### config.mk
export PLATFORM = sky130hd
export DESIGN_NAME = mux_ac_multicanal
export DESIGN_NICKNAME = d
export VERILOG_FILES = /design/src/rtl/acc_pkg.sv /design/src/rtl/sat_add.sv /design/src/rtl/mux_ac_multicanal.sv
export SDC_FILE = /design/constraint.sdc
export NUM_CORES = 1
export LEC_CHECK = 0
export CAP_MARGIN = 25
export CORE_ASPECT_RATIO = 2
export CORE_UTILIZATION = 50
export CTS_CLUSTER_SIZE = 28
export DETAILED_ROUTE_END_ITERATION = 10
export PLACE_DENSITY = 0.76
export SYNTH_ARGS = -nofsm -noshare
export SYNTH_HDL_FRONTEND = slang
export SYNTH_SLANG_ARGS = --single-unit
### constraint.sdc
create_clock -name clk -period 9.7 [get_ports clk]
set_clock_uncertainty 0.15 [all_clocks]
set_input_delay 0.97 -clock clk [delete_from_list [all_inputs] [get_ports clk]]
set_output_delay 0.97 -clock clk [all_outputs]
set_load 0.01 [all_outputs]
### src/rtl/acc_pkg.sv
// Shared constants for the multi-channel accumulator selector.
// Operation codes carried on 'sel' plus signed range helpers.
package acc_pkg;

    localparam logic [1:0] SEL_CLR  = 2'd0;
    localparam logic [1:0] SEL_LOAD = 2'd1;
    localparam logic [1:0] SEL_ACC  = 2'd2;
    localparam logic [1:0] SEL_READ = 2'd3;

    // Largest positive two's-complement value of width n, zero-extended to 64 bits
    function automatic logic [63:0] smax(input int unsigned n);
        return (64'(1) << (n - 1)) - 64'(1);
    endfunction

    // Most negative two's-complement value of width n; caller truncates to n bits
    function automatic logic [63:0] smin(input int unsigned n);
        return ~smax(n);
    endfunction

endpackage

### src/rtl/sat_add.sv
// Combinational signed adder with overflow detect.
// Build option ACC_SAT_EN: clamp on overflow; otherwise wrap modulo 2^N.
module sat_add
    import acc_pkg::*;
#(
    parameter int unsigned N = 25
) (
    input  logic [N-1:0] a,
    input  logic [N-1:0] b,
    output logic [N-1:0] sum,
    output logic         ovf
);

    logic [N:0] full;

    // Sign-extend both operands so the N+1 bit result never loses the true sign
    always_comb begin
        full = {a[N-1], a} + {b[N-1], b};
        ovf  = full[N] ^ full[N-1];
    end

`ifdef ACC_SAT_EN
    localparam logic [N-1:0] MAXV = N'(smax(N));
    localparam logic [N-1:0] MINV = N'(smin(N));

    // Clamp toward the true sign of the sum on overflow
    always_comb begin
        sum = full[N-1:0];
        if (ovf) begin
            sum = full[N] ? MINV : MAXV;
        end
    end
`else
    // Plain wrap: low N bits of the extended sum
    always_comb begin
        sum = full[N-1:0];
    end
`endif

endmodule

### src/rtl/mux_ac_multicanal.sv
// Multi-channel registered accumulator selector.
// CH signed N-bit accumulators; one CLR/LOAD/ACC/READ per accepted request,
// result registered one cycle later behind a valid/ready output stage.
// Build option ACC_SAT_EN selects saturating accumulation (see sat_add).
module mux_ac_multicanal
    import acc_pkg::*;
#(
    parameter  int unsigned N   = 25,
    parameter  int unsigned CH  = 4,
    localparam int unsigned CHW = $clog2(CH)
) (
    input  logic           clk,
    input  logic           rst_n,
    input  logic           in_valid,
    output logic           in_ready,
    input  logic [CHW-1:0] in_ch,
    input  logic [1:0]     sel,
    input  logic [N-1:0]   uk,
    output logic           out_valid,
    input  logic           out_ready,
    output logic [CHW-1:0] out_ch,
    output logic [N-1:0]   out,
    output logic           ovf
);

    logic [N-1:0] acc [CH];
    logic         ch_ok;
    logic [N-1:0] cur;
    logic [N-1:0] add_sum;
    logic         add_ovf;
    logic [N-1:0] res;
    logic         res_ovf;
    logic         wr;
    logic         accept;

    // Single output register: a new request fits whenever the slot drains this cycle
    assign in_ready = !out_valid || out_ready;
    assign accept   = in_valid && in_ready;

    // Current value of the addressed channel; out-of-range channels read as zero
    always_comb begin
        ch_ok = 32'(in_ch) < CH;
        cur   = ch_ok ? acc[in_ch] : '0;
    end

    sat_add #(.N(N)) u_add (
        .a   (cur),
        .b   (uk),
        .sum (add_sum),
        .ovf (add_ovf)
    );

    // Operation decode: result value, overflow flag and whether the bank is written
    always_comb begin
        res     = '0;
        res_ovf = 1'b0;
        wr      = 1'b0;
        if (ch_ok) begin
            case (sel)
                SEL_CLR: begin
                    res = '0;
                    wr  = 1'b1;
                end
                SEL_LOAD: begin
                    res = uk;
                    wr  = 1'b1;
                end
                SEL_ACC: begin
                    res     = add_sum;
                    res_ovf = add_ovf;
                    wr      = 1'b1;
                end
                default: begin
                    res = cur;
                end
            endcase
        end
    end

    // Accumulator bank update on accepted writes
    always_ff @(posedge clk or negedge rst_n) begin
        if (!rst_n) begin
            for (int i = 0; i < int'(CH); i++) begin
                acc[i] <= '0;
            end
        end else if (accept && wr) begin
            acc[in_ch] <= res;
        end
    end

    // Output register and valid handshake; payload holds once drained
    always_ff @(posedge clk or negedge rst_n) begin
        if (!rst_n) begin
            out_valid <= 1'b0;
            out       <= '0;
            out_ch    <= '0;
            ovf       <= 1'b0;
        end else if (accept) begin
            out_valid <= 1'b1;
            out       <= res;
            out_ch    <= in_ch;
            ovf       <= res_ovf;
        end else if (out_ready) begin
            out_valid <= 1'b0;
        end
    end

endmodule

==> results.json <==
{
  "fill_cells": 1110,
  "worst_ir_drop_vdd_mv": 0.159,
  "seq_area_frac_synth_pct": 44.7,
  "hold_viol_final": 0,
  "cts.htree.levels": 4,
  "dpl_cell_area_sq_um": 8020,
  "boundaryPins": 63,
  "avgSynthCellArea_sq_um": 10.2,
  "n_antenna_cell": 0,
  "clk_pin_slew_ps": 60,
  "crit_end": "acc[47]$_DFFE_PN0P_",
  "via_per_inst": 6.21,
  "maxSlewHeadroom_pct": 39.6,
  "die-area_sq_um": 15000,
  "dr.pass1.iters": 5,
  "path_cells": "clkdlybuf4s50_1 -> buf_4 -> mux4_2 -> ha_1 -> fa_1 -> a211o_1 -> a211oi_1 -> o2111ai_2 -> a311oi_1 -> xor2_1 -> o21ai_0 -> mux2_2",
  "r2r_slack_ps": 5660,
  "clock_latency_ps": 430,
  "r2r_end": "acc[47]$_DFFE_PN0P_",
  "dieHeight_um": 172,
  "hold_buffers": 0,
  "cp.required_ps": 9910,
  "synth-main-ff-cell": "dfrtp_1",
  "ys_seq_elements": 129,
  "first_global_vias": 6098,
  "r2r-start": "acc[25]$_DFFE_PN0P_",
  "outcome": "completed",
  "syn_nets": 765,
  "reg2regPathDepth": 10,
  "grt_usage_pct": 27.8,
  "tightest_slew_ps": 895,
  "cap_viol_max_count": 0,
  "slowest_stage": "o21ai_0",
  "cts.sinks": 129,
  "synthArstFlopShare_pct": 100,
  "synth_area_sq_um": 7220,
  "route.detailed.drc": 0,
  "area_delta_synth_final_pct": 19.3,
  "setup_tns_ps": 0,
  "nets": 813,
  "placed_cells": 924,
  "synthTopCellsByArea": "dfrtp_1 45%, mux2_2 7.8%, mux4_2 7.8%",
  "crit_fanout": 31,
  "coreArea_sq_um": 14000,
  "die_w_um": 87.0,
  "synth-edff-count": 0,
  "initial_core_util_pct": 51.7,
  "num_vias": 5940,
  "drt_iter0_markers": 520,
  "dp_hpwl_um": 13700,
  "antenna_found_initial": 0,
  "postCtsResizedCells": 0,
  "cp_data_arrival_time_ps": 5230,
  "final_max_slew_viol_count": 0,
  "layout_min_cycle_time_ps": 5030,
  "synthDistinctLibCells": 59,
  "detail_route.wl_per_cell_um": 20.5,
  "finalCritPeriodShare_pct": 51.8,
  "crit_type": "in -> reg",
  "cpPeakStageDelay_ps": 540,
  "drive_gt1_share_pct": 16.7,
  "numCtsBuffers": 17,
  "cts_root_buffer": "clkbuf_16",
  "rsz0062_at_grt": "false",
  "finalSetupViolations": 0,
  "post_cts_buffers": 0,
  "holdPathStages": 2,
  "grt-ovfl-total": 0,
  "gp_congestion": 0.972,
  "ant_nets": 0,
  "min_path_type": "reg -> reg",
  "syn_inst": 706,
  "yosysTopAreaCell": "dfrtp_1",
  "final_cell_count_no_fill": 956,
  "yosysWarnings": 0,
  "fin_area_sq_um": 8620,
  "p_leak_uw": 0.00370,
  "cts_buffer_depth": 2,
  "worst_setup_path_end_kind": "register",
  "grt_max_degree": 63,
  "fmax_ghz": 0.199,
  "startpoint": "in_ch[1]",
  "startpoint_type": "input pin",
  "synth_top_area_share_pct": 44.7,
  "drt-total-wl_um": 19600,
  "rows": 61,
  "cellPowerDensity_nw_per_um2": 279,
  "port_buffers": 62,
  "cts_tree": "done",
  "grt_pass1_wl_um": 30900
}
[synthesized netlist by cell type, drive strengths merged, types with 2 or more instances]
cell	number
a21o	14
o31ai	5
dfrtp	129
and2	5
a41oi	3
o21bai	3
a211o	3
a21oi	59
xor2	7
nand4b	2
nor2	54
o211ai	2
a22o	2
a22oi	13
a211oi	8
xnor2	2
buf	7
or4	2
a32oi	2
a31oi	14
nand2	83
mux2i	8
nand3	12
nand2b	4
inv	8
o211a	2
mux2	51
nand4	4
o21a	2
clkbuf	39
ha	25
mux4	25
o21ai	64
or3	3
nor2b	9
o31a	2
nor3	8
and3	4
nor4	2
[power by group]
group	internal [uW]	switching, uW
Sequential	721	100
Combinational	430	501
Clock	390	262
Total	1540	863
[stage by stage]
stage / hold WS (ps) / utilization, % / setup slack, ps / power, uW
after detailed placement: 319 / 57.4 / 4300 / 1740
after global routing: 364 / 61.7 / 4490 / 2530
after global placement: 307 / 57.2 / 4450 / 1690
final: 328 / 61.7 / 4670 / 2400
after floorplan: 295 / - / 5180 / 1440
after CTS: 332 / 61.7 / 4730 / 2410
[cells in the final DEF, fill, tap and decap left out, types with 14 or more instances in the layout]
| cell type | instances |
|---|---|
| ha_1 | 25 |
| a21oi_1 | 59 |
| clkbuf_16 | 17 |
| a31oi_1 | 14 |
| dfrtp_1 | 129 |
| o21ai_0 | 63 |
| mux2_2 | 50 |
| nand2_1 | 82 |
| mux4_2 | 25 |
| clkdlybuf4s50_1 | 60 |
| a21o_1 | 14 |
| nor2_1 | 53 |
[flip-flops by register name, summed over array words and instances, names as in the netlist]
signal / count
out_valid: 1
acc: 100
out: 25
ovf: 1
out_ch: 2
[worst max-delay path, delay by kind of cell]
kind | cells | cell delay (ps)
muxes | 2 | 690
AOI/OAI and AO/OA | 5 | 1920
xor gates and xnor gates | 1 | 100
adders and majority gates | 2 | 660
buffers and inverters | 2 | 880
[how the worst min path moves through the flow]
stage	start	end	slack (ps)
floorplan	acc[25]$_DFFE_PN0P_	acc[25]$_DFFE_PN0P_	290
global placement	acc[11]$_DFFE_PN0P_	acc[11]$_DFFE_PN0P_	310
detailed placement	acc[5]$_DFFE_PN0P_	acc[5]$_DFFE_PN0P_	320
CTS	acc[5]$_DFFE_PN0P_	acc[5]$_DFFE_PN0P_	330
global route	out_ch[0]$_DFFE_PN0P_	out_ch[0]$_DFFE_PN0P_	360
finish	acc[21]$_DFFE_PN0P_	acc[21]$_DFFE_PN0P_	330
[routing by layer]
| layer | global-route usage [%] | vias to the layer above | share of wire [%] |
|---|---|---|---|
| li1 | - | 2696 | - |
| met1 | 30.9 | 2953 | 36 |
| met2 | 47.6 | 229 | 52 |
| met3 | 3.91 | 62 | 5.2 |
| met4 | 20.7 | 0 | 6.1 |
| met5 | 0 | - | 0 |
[cells by family (layout without fill, tap and decap cells)]
kind of cell / after synthesis / after routing / share of synthesized area [%]
AO/OA/AOI/OAI: 207 / 207 / 17.5
flip-flops: 129 / 129 / 44.7
buffers and inverters: 54 / 115 / 2.89
XOR/XNOR: 9 / 9 / 1.09
AND/OR/NAND/NOR: 197 / 197 / 12.3
adder cells (fa/ha/maj): 26 / 26 / 4.61
multiplexers: 84 / 84 / 16.9
[final cells by class]
type                    instances  area, sq um  area share (%)
flip-flops and latches        129         3230            37.5
multi-input cells             523         3790            44.0
clock buffers                  19          443            5.14
clock inverters                13          153            1.77
repair buffers                 75          731            8.48
inverters                       8         30.0           0.349
well taps                     189          236            2.74
(Power assumes the default switching activity.)
